`src/rtl/multiport_fifo.sv`:
```
// Multi-port FIFO with first-word-fall-through read slots and a one-cycle flush.
// Up to N_WR entries are written and up to N_RD entries are retired per clock.
module multiport_fifo #(
  parameter int WIDTH = 32,
  parameter int DEPTH = 16,
  parameter int N_WR  = 2,
  parameter int N_RD  = 2
) (
  input  logic                       clk,
  input  logic                       reset,
  input  logic                       flush,
  input  logic [$clog2(N_WR+1)-1:0]  wr_num,
  input  logic [N_WR*WIDTH-1:0]      wr_data,
  output logic                       wr_accepted,
  input  logic [$clog2(N_RD+1)-1:0]  rd_num,
  output logic [N_RD*WIDTH-1:0]      rd_data,
  output logic [N_RD-1:0]            rd_valid,
  output logic [$clog2(DEPTH+1)-1:0] count,
  output logic                       full,
  output logic                       empty,
  output logic                       wr_ready
);
  localparam int PW = $clog2(DEPTH);
  localparam int CW = $clog2(DEPTH + 1);
  localparam int XW = CW + 1;
  localparam int WNW = $clog2(N_WR + 1);

  logic [WIDTH-1:0] r_mem [DEPTH];
  logic [PW-1:0]    r_rptr;
  logic [PW-1:0]    r_wptr;
  logic [CW-1:0]    r_count;

  logic [XW-1:0] w_count_x;
  logic [XW-1:0] w_rd_req;
  logic [XW-1:0] w_wr_req;
  logic [XW-1:0] w_rd_acc;
  logic [XW-1:0] w_wr_acc;
  logic [XW-1:0] w_space;
  logic [XW-1:0] w_count_next;
  logic          w_wr_fits;
  logic          w_clear;
  logic          w_do_write;
  logic          w_unused_msb;
  logic [PW-1:0] w_wr_idx [N_WR];
  logic [N_WR-1:0] w_wr_en;

  assign w_count_x = XW'(r_count);
  assign w_rd_req  = XW'(rd_num);
  assign w_wr_req  = XW'(wr_num);
  assign w_clear   = reset || flush;

  // An over-request retires only what is present; the freed slots count as space
  // for a same-cycle write, which is all-or-nothing.
  assign w_rd_acc     = (w_rd_req < w_count_x) ? w_rd_req : w_count_x;
  assign w_space      = XW'(DEPTH) - w_count_x + w_rd_acc;
  assign w_wr_fits    = (w_wr_req <= w_space);
  assign w_wr_acc     = w_wr_fits ? w_wr_req : '0;
  assign w_count_next = w_count_x + w_wr_acc - w_rd_acc;
  assign w_unused_msb = w_count_next[XW-1];
  assign w_do_write   = w_wr_fits && !w_clear;

  assign wr_accepted = (wr_num != '0) && w_do_write;

  generate
    for (genvar gi = 0; gi < N_WR; gi++) begin : g_wr_slot
      assign w_wr_idx[gi] = r_wptr + PW'(gi);
      assign w_wr_en[gi]  = w_do_write && (WNW'(gi) < wr_num);
    end
    for (genvar gi = 0; gi < N_RD; gi++) begin : g_rd_slot
      assign rd_data[gi*WIDTH +: WIDTH] = r_mem[r_rptr + PW'(gi)];
      assign rd_valid[gi]               = (r_count > CW'(gi));
    end
  endgenerate

  // Storage is intentionally not reset; stale entries become unreachable once
  // the pointers and count are cleared.
  always_ff @(posedge clk) begin
    for (int k = 0; k < N_WR; k++) begin
      if (w_wr_en[k]) begin
        r_mem[w_wr_idx[k]] <= wr_data[k*WIDTH +: WIDTH];
      end
    end
  end

  always_ff @(posedge clk) begin
    if (w_clear) begin
      r_rptr  <= '0;
      r_wptr  <= '0;
      r_count <= '0;
    end else begin
      r_rptr  <= r_rptr + PW'(w_rd_acc);
      r_wptr  <= r_wptr + PW'(w_wr_acc);
      r_count <= w_count_next[CW-1:0];
    end
  end

  assign count    = r_count;
  assign full     = (r_count == CW'(DEPTH));
  assign empty    = (r_count == '0);
  assign wr_ready = ((XW'(DEPTH) - w_count_x) >= XW'(N_WR));

endmodule

```
`config.mk`:
```
export PLATFORM = sky130hd
export DESIGN_NAME = multiport_fifo
export DESIGN_NICKNAME = d
export VERILOG_FILES = /design/src/rtl/multiport_fifo.sv
export SDC_FILE = /design/constraint.sdc
export NUM_CORES = 1
export LEC_CHECK = 0
export CAP_MARGIN = 5
export CORE_AREA = 2 2 255 382
export DETAILED_ROUTE_END_ITERATION = 6
export DIE_AREA = 0 0 257 384
export PLACE_DENSITY = 0.51
export SETUP_SLACK_MARGIN = 0.5
export SYNTH_ARGS = -nofsm -noshare
export SYNTH_HDL_FRONTEND = slang
export SYNTH_SLANG_ARGS = --single-unit
```
`constraint.sdc`:
```
create_clock -name clk -period 7.2 [get_ports clk]
set_input_delay 1.44 -clock clk [delete_from_list [all_inputs] [get_ports clk]]
set_output_delay 1.44 -clock clk [all_outputs]
set_load 0.02 [all_outputs]
```
After elaboration in Yosys (flattened, before gate mapping)
Memories as Yosys holds them, arrays and structs flattened. A register that Yosys moved wholly into a read port is not among the register bits. Index checks and enable logic that the tools add are counted.

Add/sub/neg operators: 8. Equal/unequal tests: 1. Magnitude comparators: 7. Reductions and logical operators: 8. Mux-type cells: 7.

Operator list (count): $gt A5 B1 Y1 const B (2); $add A4 B1 Y4 const B (2); $add A6 B5 Y6 (1); $ge A6 B2 Y1 const B (1); $le A2 B6 Y1 (1); $sub A5 B5 Y6 const A (1); $add A5 B2 Y5 (1); $eq A5 B5 Y1 const B (1); $logic_not A5 Y1 (1); $lt A2 B5 Y1 (1); $mux W5 (1); $sub A5 B5 Y5 (1); $add A4 B2 Y4 (1); $add A4 B4 Y4 (1); $logic_and A1 B1 Y1 (4); $lt A1 B2 Y1 const A (2); $mux W1 (4); $mux W4 (1); $mux W2 (1); $reduce_bool A2 Y1 (1); $logic_not A1 Y1 (1); $logic_or A1 B1 Y1 (1).

Logic and storage cells: 35. Output and inout port bits: 75. Memories kept: 1. Input bits: 71. Bits in registers: 13. Bits in writable memories: 512.

Memories: r_mem (depth 16, bits a word 32, read ports 2, clocked after memory_dff 1, write ports 2, line 28) `logic [WIDTH-1:0] r_mem [DEPTH];`.

Logic depth before layout (Yosys ltp)
Word-level depth: 8. Depth in mapped cells: 23. Gate-level depth less buffers: 22.

Least setup slack after synthesis
No wires, ideal clock.

Path kind: input-to-reg. From: input port rd_num[1]. To: memory r_mem[14][0], enable pin. Data arrival time: 5.754 ns. Path buffers: 1. Library setup time: 0.432 ns. Required time: 6.768 ns. Stages: 14. Path slack: 1.014 ns. Cell sequence: ha_1 a21oi_1 nor3b_1 mux2_2 ha_1 inv_1 fa_1 ha_1 nor2b_1 o221ai_1 a31oi_1 o2111a_1 clkbuf_1 a21oi_1.

RTL lines: start, declared (line 15) `input logic [$clog2(N_RD+1)-1:0] rd_num,`; end, declared (line 28).

Worst setup path in the final report
From: input port rd_num[1]. To: output port wr_accepted.

Longest elaborated chain between the ends: 6.

RTL lines: $lt A2 B5 Y1 (line 54) `assign w_rd_acc = (w_rd_req < w_count_x) ? w_rd_req : w_count_x;`; $mux W5 * (line 54); $add A6 B5 Y6 * (line 55) `assign w_space = XW'(DEPTH) - w_count_x + w_rd_acc;`; $le A2 B6 Y1 * (line 56) `assign w_wr_fits = (w_wr_req <= w_space);`; $logic_and A1 B1 Y1 * (line 60) `assign w_do_write = w_wr_fits && !w_clear;`; $logic_and A1 B1 Y1 * (line 62) `assign wr_accepted = (wr_num != '0) && w_do_write;`; end, declared (line 14) `output logic wr_accepted,`.

Mark *: on every way between the ends. The rest lies on a longest branch, timed or not.

==> metrics <==
clock tree from TritonCTS yes; Worst setup EP type primary output; area occupied by multi-input gates 14700 sq um; WP data required 5760 ps; Final Util 37.6%; Mapped Cells 1748; share of layout cells above drive strength 1 52.8%; Routed WL 101000 um; Layout area overhead 15.0%; DRC errors left 0; CTS Buf Count 55; Slew @ Worst Pin 1190 ps; Total GRT Usage 20.3%; Post-Synthesis Cell Area 31300 sq um; Detail Route Antenna Nets 0; Hold/Removal Path Class register to register; ys async rst share 0%; Slew headroom 20.3%; hold path cells 2; # Max-Cap Violations 0; first-pass GRT wire length 143000 um; Slew Limit Fails 0; CTS Root Cell clkbuf_16; die footprint 98700 sq um; cell taking the most area after synthesis edfxtp_1; PortBufs 145; initial drt markers 1422; Synth area leaders edfxtp_1, mux4_2, mux2_2, clkbuf_1, mux2_4; core area 95500 sq um; Yosys top cell area share 49.2%; Post-DP Area 34200 sq um; Avg WL per Cell 32.2 um; worst skew pair latency 650 ps; routed via count 17900; vias in the first global route 19100; crit path time final 6500 ps; DP HPWL 57900 um; Arrival @ worst endpoint 5060 ps; VDD IR-drop max 296 uV; sequential fraction of the synthesis area 50.0%; die height 384 um; global route overflow 0; Final period util 90.3%; Setup-failing EPs final 0; leakage power 0.0112 uW; initial antenna violation count 10; critical path class input port to primary output; drt pass-1 iters 5; H-tree depth 2; CTS clock-pin slew for the worst setup and hold paths 50 ps; CTS hold repair buffers 0; fill count 8778; critical path peak fanout 5; DR vias/cell 5.70; setup skew after layout 27.9 ps; RSZ-0062 raised after global routing false; Seq cells post-synth 525; Post-synth top flop edfxtp_1; Post-synth EDFFs 512; Initial Util 32.7%; IO Pins 146; Peak Freq 0.154 GHz; largest net degree at the start of global routing 88; Hold Fails Final Rpt 0; R2R cell count 16; GPL Wtd Cong 0.750; Synth Area per Inst 17.9 sq um; register cell area after layout 15600 sq um; Synth Warn # 0; Power per Cell Area 283 nW/um^2; clock tree buffer depth 3; die width 257 um; status finished, final reports clean; Design Area, Final 35900 sq um; nets 1926; Fin Setup TNS 0 ps; startpoint types input port; # rows 139; synth unique cells 49; clk sinks 525
## cell type report
| type | instances | share of cell area [%] |
|---|---|---|
| inverter | 15 | 0.157 |
| clock inverter | 33 | 0.909 |
| sequential | 525 | 43.5 |
| antenna | 4 | 0.0279 |
| timing repair buffer | 210 | 5.95 |
| multi-input combinational | 1016 | 41.0 |
| clock buffer | 67 | 3.96 |
| tap | 1269 | 4.42 |
## Yosys cell counts, types with 2 or more instances
cell and count:
a21o_1 3, a21oi_1 9, a22oi_1 12, and2_0 2, and2_1 12, buf_1 17
buf_12 3, buf_2 3, buf_4 24, buf_6 22, clkbuf_1 124, dfxtp_1 13
edfxtp_1 512, fa_1 5, ha_1 27, inv_1 15, mux2_1 36, mux2_2 448
mux2_4 30, mux4_2 320, nand2_1 8, nand2_4 3, nand2b_1 4, nand3_1 10
nand3_4 4, nor2_1 32, nor2b_1 6, nor3_1 7, nor3b_1 5, o21ai_0 2
xnor2_1 11, xor2_1 2
## per-layer routing
layer | up-vias | routed length, um | global-route usage (%)
met5 | - | 69 | 0
met4 | 12 | 2430 | 5.24
met3 | 142 | 5160 | 3.48
met2 | 556 | 53400 | 36.8
met1 | 9723 | 40100 | 25.0
li1 | 7453 | - | -
## worst max-delay path, stage by stage
cell,delay [ps]
clkdlybuf4s50_1,420
ha_1,290
a21oi_1,70
nor3b_2,310
mux2_2,430
ha_1,210
inv_1,80
fa_1,400
ha_1,290
nor2b_1,130
o221ai_1,190
a31oi_2,70
o2111a_1,180
nor3_1,180
dlygate4sd1_1,370
## report_power, final
group | total (uW) | switching [uW] | internal (uW) | leakage [uW]
registers | 3580 | 112 | 3460 | 0.00472
clock network | 2900 | 1290 | 1620 | 0.000860
logic | 3680 | 1890 | 1790 | 0.00566
## through the flow
step	setup slack (ps)	cells	hold WS, ps	total power (uW)
6_report	700	3139	650	10200
5_1_grt	497	3139	710	10600
4_1_cts	633	3133	642	10300
3_5_place_dp	157	3033	634	7330
3_3_place_gp	174	3033	616	7310
2_1_floorplan	1010	1749	578	6010
## cells by family after synthesis
logic type / synth area share (%)
multiplexers: 41.9
flip-flops: 50.0
buffers and inverters: 3.48
AND/OR/NAND/NOR: 1.91
AO/OA/AOI/OAI: 0.865
adder cells (fa/ha/maj): 1.40
XOR/XNOR: 0.364
other: 0.0120
## final timing paths
| path | slack (ps) | from | end |
|---|---|---|---|
| hold reg to reg | 650 | r_wptr[3] | r_wptr[3] |
| setup / recovery | 700 | rd_num[1] | wr_accepted |
| hold / removal | 650 | r_wptr[3] | r_wptr[3] |
| setup reg to reg | 1780 | count[1] | r_mem[4][11] |
## flip-flops by register name (all words and copies together) (netlist names)
register	cells
r_mem	512
count	5
r_rptr	4
r_wptr	4
## layout by cell type, fill, tap and decap left out, drive strengths merged, types with 2 or more instances in the layout
cell,n
nand2,11
nand3,14
nand2b,4
a21o,3
diode,4
fa,5
or4b,2
nor3b,6
conb,2
clkinv,24
dfxtp,13
xnor2,11
buf,65
nor2b,6
xor2,2
a21oi,9
mux4,320
and2,14
nor2,32
edfxtp,512
o21ai,2
ha,27
inv,17
mux2,514
bufinv,6
a22oi,12
clkdlybuf4s50,144
nor3,7
clkbuf,67
## timing repair
item / 4_1_cts / 5_1_grt
setup endpoints to repair: 1 / 1
resized for setup: 3 / 2
pin swaps: 0 / 1
buffers inserted: 0 / 2
(Power assumes the default switching activity.)
